### src/rtl/linebuf_sram_ctrl_pkg.sv
// Shared definitions for the conv-layer line-buffer SRAM controller.
// Geometry constants, FSM state encoding, address/row types and the
// row-to-bank mapping used by every file of the block.
package linebuf_pkg;

  localparam int KER_SIZE  = 3;                               // kernel height, read banks
  localparam int PAD       = 1;                               // top/bottom zero rows
  localparam int MAX_X_DIM = 64;                              // max row length, SRAM depth
  localparam int MAX_Y_DIM = 64;                              // max image height
  localparam int AW        = $clog2(MAX_X_DIM);               // column address width
  localparam int YW        = $clog2(MAX_Y_DIM + KER_SIZE + 1); // row counter width
  localparam int SW        = 3;                               // stride field width
  localparam int NB        = KER_SIZE + 1;                    // banks in the ring
  localparam int BW        = $clog2(NB);

  typedef enum logic [1:0] {IDLE, STREAM, FLUSH, DONE} state_t;

  typedef logic [AW-1:0]        col_t;
  typedef logic signed [YW+1:0] row_t;  // signed so padding rows go negative
  typedef logic [BW-1:0]        bank_t;

  // Bank holding a given image row. Only called for rows >= 0.
  function automatic bank_t bank_of(input row_t row);
    row_t m;
    m = row % row_t'(NB);
    return bank_t'(m);
  endfunction

endpackage

### src/rtl/linebuf_sram_ctrl_if.sv
// Pixel/window handshake and SRAM control bundle.
//   in_valid/in_ready   : input pixel stream
//   out_ready           : downstream accepts a window column
//   addr                : shared SRAM column address
//   write_en / read_en  : per-bank enables
//   win_valid           : window column issued, SRAM data valid next cycle
//   row_pad_mask        : kernel rows that are padding
//   win_last_col        : last column of a window row
// master = controller side, slave = pixel source / window consumer side.
interface linebuf_sram_ctrl_if;
  import linebuf_pkg::*;

  logic                in_valid;
  logic                in_ready;
  logic                out_ready;
  col_t                addr;
  logic [NB-1:0]       write_en;
  logic [NB-1:0]       read_en;
  logic                win_valid;
  logic [KER_SIZE-1:0] row_pad_mask;
  logic                win_last_col;

  modport master (
    input  in_valid, out_ready,
    output in_ready, addr, write_en, read_en, win_valid, row_pad_mask, win_last_col
  );

  modport slave (
    output in_valid, out_ready,
    input  in_ready, addr, write_en, read_en, win_valid, row_pad_mask, win_last_col
  );

endinterface

### src/rtl/linebuf_sram_ctrl_row_sched.sv
// Row scheduler for the line buffer: tracks the row being written (wrow,
// virtual beyond the image during flush) and the next output row (orow).
// Derives when a window is due, which kernel rows are padding, which banks
// must be read, and whether the current window is the last of the frame.
//   clear    : restart counters for a new frame
//   row_end  : a (real or virtual) write row completes this cycle
//   y_dim, stride, out_h : latched frame geometry
//   wrow, wbank          : current write row and its bank
//   due, last_win, all_done, pad_mask, rd_sel : window schedule outputs
module linebuf_row_sched
  import linebuf_pkg::*;
(
  input  logic                clk,
  input  logic                rstn,
  input  logic                clear,
  input  logic                row_end,
  input  logic [YW-1:0]       y_dim,
  input  logic [SW-1:0]       stride,
  input  logic [YW-1:0]       out_h,
  output logic [YW-1:0]       wrow,
  output bank_t               wbank,
  output logic                due,
  output logic                last_win,
  output logic                all_done,
  output logic [KER_SIZE-1:0] pad_mask,
  output logic [NB-1:0]       rd_sel
);

  logic [YW-1:0] orow;
  row_t          base;     // image row of kernel row 0 for window orow
  row_t          t_o;      // write row during which window orow is issued
  row_t          img_row;

  always_comb begin
    // NOTE: every output of a combinational block gets a default first so no
    // path leaves it unassigned and a latch is never inferred.
    pad_mask = '0;
    rd_sel   = '0;
    img_row  = '0;
    base     = row_t'(orow) * row_t'(stride) - row_t'(PAD);
    t_o      = base + row_t'(KER_SIZE);
    all_done = (orow >= out_h);
    due      = !all_done && (row_t'(wrow) == t_o);
    last_win = (orow == out_h - YW'(1));
    wbank    = bank_of(row_t'(wrow));
    for (int k = 0; k < KER_SIZE; k++) begin
      img_row = base + row_t'(k);
      if (img_row < 0 || img_row >= row_t'(y_dim)) begin
        pad_mask[k] = 1'b1;
      end else begin
        rd_sel[bank_of(img_row)] = 1'b1;
      end
    end
  end

  // NOTE: state registers use non-blocking assignments so every flop samples
  // the pre-edge values, independent of statement order.
  always_ff @(posedge clk or negedge rstn) begin
    if (!rstn) begin
      wrow <= '0;
      orow <= '0;
    end else if (clear) begin
      wrow <= '0;
      orow <= '0;
    end else if (row_end) begin
      wrow <= wrow + YW'(1);
      if (due) orow <= orow + YW'(1);
    end
  end

endmodule

### src/rtl/linebuf_sram_ctrl.sv
// Line-buffer SRAM address/enable controller. Streams pixels into one bank
// of a KER_SIZE+1 bank ring while issuing kernel-row window reads from the
// others, then flushes the bottom-padding windows without input.
//   clk, rstn            : clock, async active-low reset
//   start                : frame start, honoured in IDLE only
//   cfg_x_dim/y_dim/stride : frame geometry, latched on start
//   bus (master)         : pixel/window handshake and SRAM enables
//   frame_done           : one cycle after the last window column
//   busy                 : frame in progress
module linebuf_sram_ctrl
  import linebuf_pkg::*;
(
  input  logic                 clk,
  input  logic                 rstn,
  input  logic                 start,
  input  logic [AW:0]          cfg_x_dim,
  input  logic [YW-1:0]        cfg_y_dim,
  input  logic [SW-1:0]        cfg_stride,
  linebuf_sram_ctrl_if.master  bus,
  output logic                 frame_done,
  output logic                 busy
);

  state_t        state;
  col_t          col;
  logic [AW:0]   x_dim;
  logic [YW-1:0] y_dim;
  logic [YW-1:0] out_h;
  logic [SW-1:0] stride;

  logic [YW:0]   oh_num;
  logic [YW-1:0] oh_calc;

  logic [YW-1:0]       wrow;
  bank_t               wbank;
  logic                due, last_win, all_done;
  logic [KER_SIZE-1:0] pad_mask;
  logic [NB-1:0]       rd_sel;

  logic in_ready, fire, win_valid, advance, row_end, win_done, col_last;

  // Output rows of the padded image for the requested stride.
  assign oh_num  = {1'b0, cfg_y_dim} + (YW+1)'(2 * PAD) - (YW+1)'(KER_SIZE);
  assign oh_calc = YW'(oh_num / (YW+1)'(cfg_stride)) + YW'(1);

  assign col_last = ({1'b0, col} == x_dim - (AW+1)'(1));

  linebuf_row_sched u_sched (
    .clk      (clk),
    .rstn     (rstn),
    .clear    ((state == IDLE) && start),
    .row_end  (row_end),
    .y_dim    (y_dim),
    .stride   (stride),
    .out_h    (out_h),
    .wrow     (wrow),
    .wbank    (wbank),
    .due      (due),
    .last_win (last_win),
    .all_done (all_done),
    .pad_mask (pad_mask),
    .rd_sel   (rd_sel)
  );

  always_comb begin
    in_ready  = 1'b0;
    fire      = 1'b0;
    win_valid = 1'b0;
    advance   = 1'b0;
    unique case (state)
      STREAM: begin
        // A due window column can only go out together with its pixel write.
        in_ready  = !due || bus.out_ready;
        fire      = bus.in_valid && in_ready;
        win_valid = fire && due;
        advance   = fire;
      end
      FLUSH: begin
        win_valid = due;
        advance   = !due || bus.out_ready;
      end
      default: ;
    endcase
    // Flush rows with no window are skipped in one cycle with col held at 0.
    row_end  = advance && (col_last || (state == FLUSH && !due));
    win_done = row_end && due && last_win;

    bus.write_en = '0;
    if (fire) bus.write_en[wbank] = 1'b1;
    bus.read_en      = win_valid ? rd_sel : '0;
    bus.row_pad_mask = win_valid ? pad_mask : '0;
    bus.win_last_col = win_valid && col_last;
    bus.win_valid    = win_valid;
    bus.in_ready     = in_ready;
  end

  assign bus.addr   = col;
  assign busy       = (state != IDLE);
  assign frame_done = (state == DONE);

  always_ff @(posedge clk or negedge rstn) begin
    if (!rstn) begin
      state  <= IDLE;
      col    <= '0;
      x_dim  <= '0;
      y_dim  <= '0;
      stride <= '0;
      out_h  <= '0;
    end else begin
      unique case (state)
        IDLE: begin
          if (start) begin
            x_dim  <= cfg_x_dim;
            y_dim  <= cfg_y_dim;
            stride <= cfg_stride;
            out_h  <= oh_calc;
            col    <= '0;
            state  <= STREAM;
          end
        end
        STREAM: begin
          if (advance) col <= col_last ? '0 : col + col_t'(1);
          // If the last window already went out while streaming, no flush is needed.
          if (row_end && wrow == y_dim - YW'(1)) begin
            state <= (all_done || win_done) ? DONE : FLUSH;
          end
        end
        FLUSH: begin
          if (advance && due) col <= col_last ? '0 : col + col_t'(1);
          if (win_done) state <= DONE;
        end
        DONE: state <= IDLE;
        default: state <= IDLE;
      endcase
    end
  end

endmodule

### src/flat_wrapper.sv
// flat-port wrapper written by rule: the top's interface ports become plain ports
module linebuf_sram_ctrl_flat import linebuf_pkg::*;
  (clk, rstn, start, cfg_x_dim, cfg_y_dim, cfg_stride, frame_done, busy, bus_in_valid, bus_out_ready, bus_in_ready, bus_addr, bus_write_en, bus_read_en, bus_win_valid, bus_row_pad_mask, bus_win_last_col);
  linebuf_sram_ctrl_if bus_i ();
  input  logic clk;
  input  logic rstn;
  input  logic start;
  input  logic [AW:0] cfg_x_dim;
  input  logic [YW-1:0] cfg_y_dim;
  input  logic [SW-1:0] cfg_stride;
  output logic frame_done;
  output logic busy;
  input wire logic [$bits(bus_i.in_valid)-1:0] bus_in_valid;
  input wire logic [$bits(bus_i.out_ready)-1:0] bus_out_ready;
  output wire logic [$bits(bus_i.in_ready)-1:0] bus_in_ready;
  output wire logic [$bits(bus_i.addr)-1:0] bus_addr;
  output wire logic [$bits(bus_i.write_en)-1:0] bus_write_en;
  output wire logic [$bits(bus_i.read_en)-1:0] bus_read_en;
  output wire logic [$bits(bus_i.win_valid)-1:0] bus_win_valid;
  output wire logic [$bits(bus_i.row_pad_mask)-1:0] bus_row_pad_mask;
  output wire logic [$bits(bus_i.win_last_col)-1:0] bus_win_last_col;
  assign bus_i.in_valid = bus_in_valid;
  assign bus_i.out_ready = bus_out_ready;
  assign bus_in_ready = bus_i.in_ready;
  assign bus_addr = bus_i.addr;
  assign bus_write_en = bus_i.write_en;
  assign bus_read_en = bus_i.read_en;
  assign bus_win_valid = bus_i.win_valid;
  assign bus_row_pad_mask = bus_i.row_pad_mask;
  assign bus_win_last_col = bus_i.win_last_col;
  linebuf_sram_ctrl u_core (.clk(clk), .rstn(rstn), .start(start), .cfg_x_dim(cfg_x_dim), .cfg_y_dim(cfg_y_dim), .cfg_stride(cfg_stride), .bus(bus_i), .frame_done(frame_done), .busy(busy));
endmodule
### config.mk
export PLATFORM = sky130hd
export DESIGN_NAME = linebuf_sram_ctrl_flat
export DESIGN_NICKNAME = d
export VERILOG_FILES = /design/src/rtl/linebuf_sram_ctrl_pkg.sv /design/src/rtl/linebuf_sram_ctrl_if.sv /design/src/rtl/linebuf_sram_ctrl_row_sched.sv /design/src/rtl/linebuf_sram_ctrl.sv /design/src/flat_wrapper.sv
export SDC_FILE = /design/constraint.sdc
export NUM_CORES = 1
export LEC_CHECK = 0
export CORE_MARGIN = 4
export CORE_UTILIZATION = 60
export CTS_CLUSTER_DIAMETER = 120
export DETAILED_ROUTE_END_ITERATION = 8
export GPL_TIMING_DRIVEN = 0
export PLACE_DENSITY = 0.81
export SYNTH_ARGS = -nofsm -noshare
export SYNTH_HDL_FRONTEND = slang
export SYNTH_SLANG_ARGS = --single-unit
export TNS_END_PERCENT = 10
### constraint.sdc
create_clock -name clk -period 6.2 [get_ports clk]
set_clock_uncertainty 0.05 [all_clocks]
set_input_delay 0.62 -clock clk [delete_from_list [all_inputs] [get_ports clk]]
set_output_delay 0.62 -clock clk [all_outputs]
set_load 0.01 [all_outputs]
======== Yosys cells after proc, flatten, opt, wreduce, memory -nomap -nowiden ========
Index checks and enable logic that the tools add are counted.
word-level totals
  output and inout port bits .............. 22
  logic and storage cells ................. 120
  bits in registers ....................... 46
  bits of input ports ..................... 22
operators by class
  add/subtract/negate cells ............... 13
  multiplexer cells ....................... 36
  reduce and logical (&&, ||, !) cells .... 32
  $lt $le $gt $ge ......................... 15
  $mul .................................... 1
  eq/ne operators ......................... 12
  bitwise gates (word level) .............. 2
  divide/modulo/power cells ............... 1
operator list
  cell                   count
  $mux W7                5
  $ge A9 B8 Y1           3
  $lt A9 B1 Y1 const B   3
  $mux W6                4
  $add A7 B1 Y7 const B  3
  $sub A7 B1 Y7 const B  3
  $mux W4                5
  $add A9 B3 Y9 const B  2
  $pmux W6 S3            1
  $logic_and A1 B1 Y1    15
  $eq A7 B7 Y1           2
  $lt A2 B3 Y1 const B   4
  $mux W1                10
  $add A9 B2 Y9 const B  1
  $eq A8 B9 Y1           1
  $mul A7 B3 Y9          1
  $sub A9 B2 Y9 const B  1
  $add A7 B2 Y8 const B  1
  $demux W1 S2           4
  $div A8 B3 Y8          1
  $ge A2 B1 Y1 const B   4
  $or A4 B4 Y4           2
  $pmux W2 S4            1
  $sub A8 B2 Y8 const B  1
  18 further kinds       34

======== Logic depth before layout (Yosys ltp) ========
Gate-level depths: netlist of run 1.
  word-level depth ........................ 16
  depth in mapped cells ................... 57
  gate-level depth less buffers ........... 53

======== Hierarchy ========
A second synthesis of run 1 with hierarchy kept.
second synthesis, totals
  cell total of the unflattened synthesis .. 768
  area total of the unflattened synthesis .. 6327.3 µm²
by module, submodules not included
  module             area an instance (µm²)  seq. area each (µm²)  instances  cells an instance
  linebuf_sram_ctrl  3475.8                  800.8                 1          414
  linebuf_row_sched  2851.5                  350.3                 1          354

======== Least setup slack after synthesis of run 1 ========
OpenSTA, ideal clock, no wires.
  kind .................................... input to register
  start ................................... input port cfg_y_dim[5]
  end ..................................... register u_core.out_h[6]
  path buffers ............................ 4
  arrival ................................. 11.371 ns
  stages on the path ...................... 55
  setup time .............................. 0.083 ns
  slack ................................... -5.304 ns
  required time ........................... 6.067 ns
  cells stage by stage .................... or4_4 > or3_4 > nand2_1 > ha_1 > o21a_1 > or4b_2 > o21ai_0 > ha_1 > a21oi_1 > and2_1 > clkbuf_1 > mux2i_4 > inv_2 > ha_1 > o21ai_0 > nand2b_1 > a21o_1 > buf_6 > [19 not listed] > nand2b_1 > a21oi_1 > o221ai_1 > a211oi_2 > nor2b_4 > inv_2 > mux2i_1 > ha_1 > a21o_1 > a21oi_1 > o211ai_1 > a21oi_2 > o21ai_0 > ha_1 > nand3_1 > nor3_1 > xor2_1 > o21ai_0
on the way
  longest elaborated chain between the ends .. 4
ends and longest elaborated chain
  item                    RTL line                  source
  start: declaration      flat_wrapper.sv:9         input logic [YW-1:0] cfg_y_dim;
  $add A7 B2 Y8           linebuf_sram_ctrl.sv:43   assign oh_num = {1'b0, cfg_y_dim} + (YW+1)'(2 * PAD) - (YW+1)'(KER_SIZE);
  $sub A8 B2 Y8           linebuf_sram_ctrl.sv:43
  $div A8 B3 Y8           linebuf_sram_ctrl.sv:44   assign oh_calc = YW'(oh_num / (YW+1)'(cfg_stride)) + YW'(1);
  $add A7 B1 Y7           linebuf_sram_ctrl.sv:44
  end signal: assignment  linebuf_sram_ctrl.sv:116  out_h <= oh_calc;
  end: declaration        linebuf_sram_ctrl.sv:28   logic [YW-1:0] out_h;
Every way passes these cells.
A chain may end at the register's enable or synchronous reset.

======== Final worst setup path of run 1 ========
  start ................................... input port cfg_y_dim[2]
  end ..................................... register u_core.out_h[6]
The elaborated chain is that of the path after synthesis.

==> results of run 1 <==
[per-stage QoR]
step	hold WS, ns	power [mW]	cells	utilization [%]
floorplan	0.274	2.08	795	-
global placement	0.438	2.46	974	69.2
detailed placement	0.450	2.56	975	69.3
CTS	0.180	3.07	1021	75.3
global route	0.197	3.50	1034	77.2
finish	0.175	3.24	1034	77.2
[cells by family (layout without fill, tap and decap cells)]
| kind of cell | after synthesis | count (layout) | share of synthesized area [%] |
|---|---|---|---|
| AND/OR/NAND/NOR | 286 | 286 | 23.0 |
| AO/OA/AOI/OAI | 185 | 185 | 21.1 |
| buffers and inverters | 96 | 199 | 6.02 |
| adder cells (fa/ha/maj) | 95 | 95 | 19.1 |
| XOR/XNOR | 72 | 72 | 10.2 |
| flip-flops | 46 | 46 | 17.8 |
| multiplexers | 15 | 15 | 2.86 |
[per-layer routing]
metal / vias up / track usage, %
met1: 3055 / 33.2
met3: 60 / 2.93
met4: 0 / 10.5
met2: 212 / 50.5
met5: - / 0
li1: 3038 / -
[Yosys cell counts, types with 4 or more instances]
master     count  area [um^2]
o211a_1        4         40.0
o21ai_0       50          250
o21a_1        11         82.6
mux2_2         4         45.0
or2_2          7         43.8
o31ai_1        8         60.1
nand4_1        7         43.8
a222oi_1       4         40.0
and2_1        18          113
ha_1          89         1110
a2111oi_0      4         35.0
mux2i_1        7         70.1
inv_1         66          248
a21boi_0       4         30.0
nand2_1       85          319
xnor2_1       48          420
a211oi_1       4         30.0
a211o_1        5         43.8
xor2_1        21          184
nor2b_1       14         87.6
a21oi_1       28          140
or4_1          6         45.0
a21o_1        10         75.1
or3_1          5         31.3
nor4_1         7         43.8
nand3_1       23          115
dfrtp_1       46         1150
fa_1           6          120
nand2b_1      12         75.1
nor2_1        47          176
nor3_1        28          140
clkbuf_1      20         75.1
[registers in the layout (all words and copies together) (netlist names)]
name,count
u_core.state,2
u_core.y_dim,7
u_core.stride,3
u_core.u_sched.wrow,7
u_core.out_h,7
u_core.u_sched.orow,7
u_core.x_dim,7
u_core.bus.addr,6
[layout make-up]
cell class / count / area (um^2) / share of cell area (%)
repair buffers: 96 / 830 / 10.3
clock inverters: 3 / 21.3 / 0.265
plain buffers: 27 / 160 / 1.99
flip-flops and latches: 46 / 1150 / 14.3
inverters: 68 / 258 / 3.21
multi-input cells: 653 / 5380 / 66.9
clock buffers: 5 / 68.8 / 0.856
well taps: 136 / 170 / 2.12
[repair_timing]
action	CTS	global route
setup endpoints to repair	21	20
hold buffers	0	0
hold endpoints to repair	0	0
pin swaps	34	34
buffers inserted	38	14
gates resized for setup	76	33
[how the worst min path moves through the flow]
stage	start	cells past startpoint	slack, ns	end
floorplan	rstn	0	0.27	u_core.bus.addr[0]
global placement	u_core.x_dim[5]	2	0.44	u_core.x_dim[5]
detailed placement	u_core.x_dim[5]	2	0.45	u_core.x_dim[5]
CTS	rstn	1	0.18	u_core.state[0]
global route	rstn	1	0.20	u_core.bus.addr[5]
finish	rstn	1	0.17	u_core.state[0]
[where the power goes]
part           switching, mW  internal [mW]
registers              0.115          0.399
clock network          0.112         0.0794
logic                   1.36           1.18
total                   1.58           1.66
==> insert_results.sql, run 1 <==
INSERT INTO impl_metrics (metric_group, metric, value, unit) VALUES
('global_route', 'global_route.usage.total', '27.6', '%'),
('drt', 'route.antenna.remaining_nets', '0', ''),
('setup_path', 'worst_path_most_repeated_cell', 'buf_4', ''),
('floorplanning', 'coreArea', '0.0104', 'mm^2'),
('drt', 'post-route-drc-count', '0', ''),
('cts', 'cts.root.buffer_cell', 'clkbuf_8', ''),
('place', 'dpl_cell_area', '0.00722', 'mm^2'),
('setup_path', 'worst_path_dominant_cell_family', 'compound AO/OA/AOI/OAI gates', ''),
('power', 'powerDensity', '403', 'mW/mm^2'),
('sta', 'worst_slew_margin_rel', '37.0', '%'),
('setup_path', 'worst_r2r_start', 'u_core.u_sched.orow[0]', ''),
('cts', 'clk_pin_slew_worst_paths', '0.10', 'ns'),
('global_route', 'grt_antenna_before_repair', '0', ''),
('final_layout', 'most-common-layout-cells', '83 x nand2_1, 78 x ha_1, 64 x inv_1', ''),
('sta', 'setup_ws_final', '-4.25', 'ns'),
('drt', 'detail_route.wirelength.met1', '7.49', 'mm'),
('floorplanning', 'dieWidth', '112', 'um'),
('cts', 'clock_path_buffers', '2', ''),
('global_route', 'grt_first_pass_wirelength', '29.1', 'mm'),
('place', 'gpl.final_weighted_congestion', '0.930', ''),
('status', 'violated_checks', 'negative setup slack', ''),
('setup_path', 'cp_slowest_cell', 'or4_4', ''),
('floorplanning', 'placementRows', '37', ''),
('floorplanning', 'dieArea', '0.0125', 'mm^2'),
('drt', 'met2WireLength', '9.12', 'mm'),
('setup_path', 'cp_max_fo', '4', ''),
('drt', 'detailed_router_s_first_iteration_violation_count', '514', ''),
('cts', 'cts-htree-levels', '2', ''),
('setup_path', 'critPathCaptureType', 'flop', ''),
('synthesis', 'synth-seq-area-share', '17.8', '%'),
('sta', 'transition_time_of_the_tightest_slew_check_pin', '0.935', 'ns'),
('final_layout', 'n_fill_cell', '744', ''),
('drt', 'met3WireLength', '830', 'um'),
('sta', 'hold_viol_final', '0', ''),
('drt', 'routed-via-count', '6365', ''),
('floorplanning', 'initial_core_util', '62.1', '%'),
('power', 'vdd_ir_drop_max', '0.374', 'mV'),
('global_route', 'grt_start_max_net_pins', '31', ''),
('synthesis', 'yosysWarningCount', '0', ''),
('sta', 'final-setup-viol-count', '7', ''),
('flow_run', 'maxCapViolCount', '0', ''),
('global_route', 'first_global_vias', '6292', ''),
('drt', 'topRoutingLayerUsed', 'met4', ''),
('synthesis', 'synth_instances', '795', ''),
('setup_path', 'critical_path_buf_inv_count', '13', ''),
('setup_path', 'worstRegToRegCells', '18', ''),
('sta', 'totalNegativeSetupSlack', '-27.59', 'ns'),
('final_layout', 'nets', '1014', ''),
('setup_path', 'worst_setup_sp_type', 'input pin', ''),
('cts', 'clock_tree_from_tritoncts', 'built', ''),
('floorplanning', 'dieHeight', '112', 'um'),
('final_layout', 'layout_commonest_cell', 'nand2_1', ''),
('hold_path', 'hold_path.class', 'input pin to asynchronous set/reset pin', ''),
('sta', 'final_min_period_over_clock_period', '169', '%'),
('floorplanning', 'top_level_ports', '44', ''),
('setup_path', 'reg2reg_slack', '1.03', 'ns'),
('sta', 'rsz0062_at_grt', 'yes', ''),
('global_route', 'grt-ovfl-total', '0', ''),
('cts', 'clock_insertion_delay_worst_skew', '0.31', 'ns'),
('setup_path', 'worst_setup_path_endpoint', 'u_core.out_h[6]', ''),
('synthesis', 'dominantRegCellSynth', 'dfrtp_1', ''),
('setup_path', 'critical_path_required', '6.34', 'ns'),
('final_layout', 'drive_above_1_share', '20.4', '%'),
('place', 'portBuffers', '43', ''),
('synthesis', 'postSynth.asyncResetShare', '100', '%'),
('setup_path', 'crit_arrival', '10.59', 'ns'),
('status', 'status', 'complete, but fails checks', ''),
('drt', 'wire_per_inst', '17.5', 'um'),
('cts', 'cts_inserted_buffers', '5', ''),
('setup_path', 'rr_endpoint', 'u_core.bus.addr[0]', ''),
('place', 'dpl_worst_slack', '-6.19', 'ns');
No activity file was read; power rests on OpenSTA's default activity.
==> inputs of run 2 (changes only) <==
SYNTH_HIERARCHICAL = 1   (was default)
==> run 2 against run 1 <==
Net effect:
- the run still ends with negative setup slack left
- via count down 1.4%
- synthesized area fell by 2.2%
- utilization decreased by 0.25 points
- clock power grew 20%
- power decreased by 6.1%
- count of clock-buffer cells in the layout did not move
- register-to-register slack worse by 0.48 ns
- die area shrank 2.0%
- critical path depth shrank 5
- non-clock buffer count did not move
- cell area is 1.7% lower
- flip-flop and latch count is the same
- largest power group unchanged
- highest routed layer unchanged
==> insert_results.sql, run 2 <==
INSERT INTO impl_metrics (metric_group, metric, value, unit) VALUES
('status', 'status', 'complete, but fails checks', ''),
('status', 'violated_checks', 'negative setup slack', ''),
('drt', 'wire_per_inst', '17.6', 'um'),
('sta', 'transition_time_of_the_tightest_slew_check_pin', '0.784', 'ns'),
('final_layout', 'post-route-cell-area', '0.00791', 'mm^2'),
('power', 'powerDensity', '385', 'mW/mm^2'),
('sta', 'hold_viol_final', '0', ''),
('floorplanning', 'dieHeight', '111', 'um'),
('sta', 'rsz0062_at_grt', 'yes', ''),
('floorplanning', 'dieWidth', '111', 'um'),
('sta', 'final-setup-viol-count', '7', ''),
('setup_path', 'critPathCaptureType', 'flop', ''),
('drt', 'post-route-drc-count', '0', ''),
('synthesis', 'post-synth-top-count-cell', 'ha_1', ''),
('final_layout', 'n_fill_cell', '688', ''),
('setup_path', 'critical_path_buf_inv_count', '4', ''),
('synthesis', 'synth_instances', '768', ''),
('setup_path', 'worstRegToRegCells', '22', ''),
('synthesis', 'syn_area_per_cell', '8.24', 'um^2'),
('place', 'place.detailed.hpwl', '12.3', 'mm'),
('synthesis', 'synth_edf_count', '0', ''),
('synthesis', 'synth-seq-area-share', '18.2', '%'),
('setup_path', 'crit_cells', '54', ''),
('final_layout', 'layout_commonest_cell', 'ha_1', ''),
('final_layout', 'utilization', '76.9', '%'),
('cts', 'cts.sinks', '46', ''),
('synthesis', 'syn_nets', '881', ''),
('global_route', 'grt_first_pass_wirelength', '28.5', 'mm'),
('sta', 'timing_max_transition_violations_final', '0', ''),
('drt', 'wirelength', '17.8', 'mm'),
('setup_path', 'critical_path.max_stage_delay', '0.56', 'ns'),
('final_layout', 'antenna-diode-count', '0', ''),
('sta', 'worst_slew_margin_rel', '47.5', '%'),
('synthesis', 'postSynthRegisterBits', '46', ''),
('sta', 'final_min_period_over_clock_period', '172', '%'),
('synthesis', 'post_synth_main_area_contributors', 'dfrtp_1 18%, ha_1 17%, xnor2_1 6.8%', ''),
('global_route', 'grt_start_max_net_pins', '39', ''),
('drt', 'drtPass1Iterations', '5', ''),
('drt', 'routed-via-count', '6276', ''),
('cts', 'clock_tree_from_tritoncts', 'built', ''),
('cts', 'clk_pin_slew_worst_paths', '0.10', 'ns'),
('setup_path', 'cp_slowest_cell', 'or4b_4', ''),
('cts', 'cts-htree-levels', '2', ''),
('floorplanning', 'coreArea', '0.0103', 'mm^2'),
('setup_path', 'critical_path_required', '6.33', 'ns'),
('setup_path', 'worst_r2r_start', 'u_core/u_sched/orow[2]', ''),
('hold_path', 'hold_path.class', 'input pin to asynchronous set/reset pin', ''),
('synthesis', 'synthTopCellsByCount', '85 x ha_1, 76 x inv_1, 65 x nand2_1', ''),
('global_route', 'first_global_vias', '6106', ''),
('final_layout', 'drive_above_1_share', '21.6', '%'),
('setup_path', 'worst_setup_sp_type', 'input pin', ''),
('sta', 'setup_ws_final', '-4.47', 'ns'),
('final_layout', 'area.growth.synth_to_final', '24.9', '%'),
('drt', 'route.antenna.remaining_nets', '0', ''),
('floorplanning', 'placementRows', '37', ''),
('synthesis', 'yosys.cell_types.count', '85', ''),
('power', 'vdd_ir_drop_max', '0.405', 'mV'),
('final_layout', 'nets', '989', ''),
('floorplanning', 'top_level_ports', '44', ''),
('place', 'gpl.final_weighted_congestion', '0.880', ''),
('synthesis', 'synth_top_area_share', '18.2', '%'),
('cts', 'clock_path_buffers', '2', ''),
('setup_path', 'worst_path_dominant_cell_family', 'simple AND/OR/NAND/NOR gates', ''),
('place', 'portBuffers', '43', ''),
('place', 'dpl_worst_slack', '-6.11', 'ns'),
('final_layout', 'multiInputGateArea', '0.00515', 'mm^2'),
('setup_path', 'crit_type', 'input pin to flop', ''),
('synthesis', 'yosysWarningCount', '6', ''),
('sta', 'final.min_clock_period', '10.67', 'ns'),
('place', 'dpl_cell_area', '0.00706', 'mm^2'),
('synthesis', 'post-synth-top-area-cell', 'dfrtp_1', ''),
('floorplanning', 'initial_core_util', '61.6', '%'),
('cts', 'cts_inserted_buffers', '5', ''),
('cts', 'cts.root.buffer_cell', 'clkbuf_8', ''),
('setup_path', 'worst_path_most_repeated_cell', 'ha_1', ''),
('global_route', 'grt-ovfl-total', '0', ''),
('final_layout', 'register_area', '0.00115', 'mm^2'),
('synthesis', 'dominantRegCellSynth', 'dfrtp_1', ''),
('drt', 'via_per_inst', '6.20', ''),
('cts', 'clock_insertion_delay_worst_skew', '0.30', 'ns'),
('final_layout', 'most-common-layout-cells', '78 x ha_1, 71 x inv_1, 62 x buf_4', ''),
('setup_path', 'crit_start', 'cfg_y_dim[3]', ''),
('flow_run', 'maxCapViolCount', '0', ''),
('power', 'leak', '3.49', 'nW'),
('drt', 'detailed_router_s_first_iteration_violation_count', '437', ''),
('synthesis', 'postSynth.asyncResetShare', '100', '%'),
('global_route', 'grt_antenna_before_repair', '0', ''),
('global_route', 'global_route.usage.total', '27.0', '%'),
('setup_path', 'cp_max_fo', '6', ''),
('sta', 'timing.fmax', '93.7', 'MHz'),
('floorplanning', 'dieArea', '0.0123', 'mm^2'),
('setup_path', 'crit_arrival', '10.79', 'ns'),
('synthesis', 'synthesis.area', '0.00633', 'mm^2');
## run 2: logic make-up after synthesis
group | count (synthesis) | share of synthesized area (%)
buffers and inverters | 100 | 6.58
xor gates and xnor gates | 71 | 10.8
and+or+nand+nor | 247 | 20.1
muxes | 28 | 4.96
DFF | 46 | 18.2
adders and majority gates | 92 | 18.9
AOI/OAI and AO/OA | 184 | 20.4
## run 2: metal layers
layer,GRT usage (%),up-vias,routed length (um)
met4,8.87,0,572
met2,49.0,238,8990
met3,2.57,52,909
li1,-,2965,-
met1,33.6,3021,7340
met5,0,-,0
## run 2: final timing paths
kind                       slack [ns]                     end
max                             -4.47         u_core/out_h[6]
min                              0.11      u_core/bus.addr[0]
max reg2reg                      0.55  u_core/u_sched/orow[1]
min reg2reg                      0.48         u_core/state[0]
max in group asynchronous        5.49         u_core/out_h[6]
min in group clk                 0.48         u_core/state[0]
## run 2: where the power goes
part / switching, mW / internal, mW / leakage (nW)
Combinational: 1.20 / 1.08 / 2.83
Clock: 0.109 / 0.121 / 0.0585
Sequential: 0.141 / 0.395 / 0.596
## run 2: layout make-up
type	instances	share of cell area, %
multi-input cells	622	65.2
clock inverters	3	0.554
inverters	78	3.86
repair buffers	104	11.4
flip-flops and latches	46	14.6
clock buffers	5	0.871
well taps	136	2.15
plain buffers	19	1.41
## run 2: timing repair
item                                    4_1_cts  5_1_grt
resized for setup                            71       47
pin swaps                                    33       39
endpoints found under the setup margin       21       29
buffers inserted                             40       21
hold buffers                                  0        0
cloned                                        0        0
## run 2: worst reg2reg max path, stage by stage, from the launching register on
cell and delay [ns]:
dfrtp_1 0.37, clkbuf_1 0.33, nand2_1 0.10, ha_1 0.31, fa_1 0.53, inv_1 0.04
ha_1 0.36, a21oi_1 0.19, a21oi_1 0.10, or2_0 0.24, buf_6 0.14, or4_4 0.60
a21oi_2 0.29, a211oi_4 0.11, nand2_1 0.12, and3_2 0.24, o221a_2 0.21, clkbuf_1 0.28
inv_1 0.15, a2111oi_4 0.30, buf_6 0.21, mux2i_1 0.20, nor2_1 0.06
## run 2: through the flow
step | total power, mW | setup TNS (ns) | hold WS [ns] | std cells
finish | 3.04 | -30.16 | 0.111 | 1013
global route | 3.28 | -34.26 | 0.105 | 1013
CTS | 2.80 | -30.71 | 0.106 | 994
detailed placement | 2.36 | -43.53 | 0.445 | 948
global placement | 2.26 | -40.02 | 0.459 | 947
floorplan | 1.95 | -29.45 | 0.274 | 768
==> inputs of run 3 (changes only) <==
CAP_MARGIN = 20   (was default)
==> results of run 3 <==
Same layout as run 2: the final DEF is identical, and so are final timing and power.
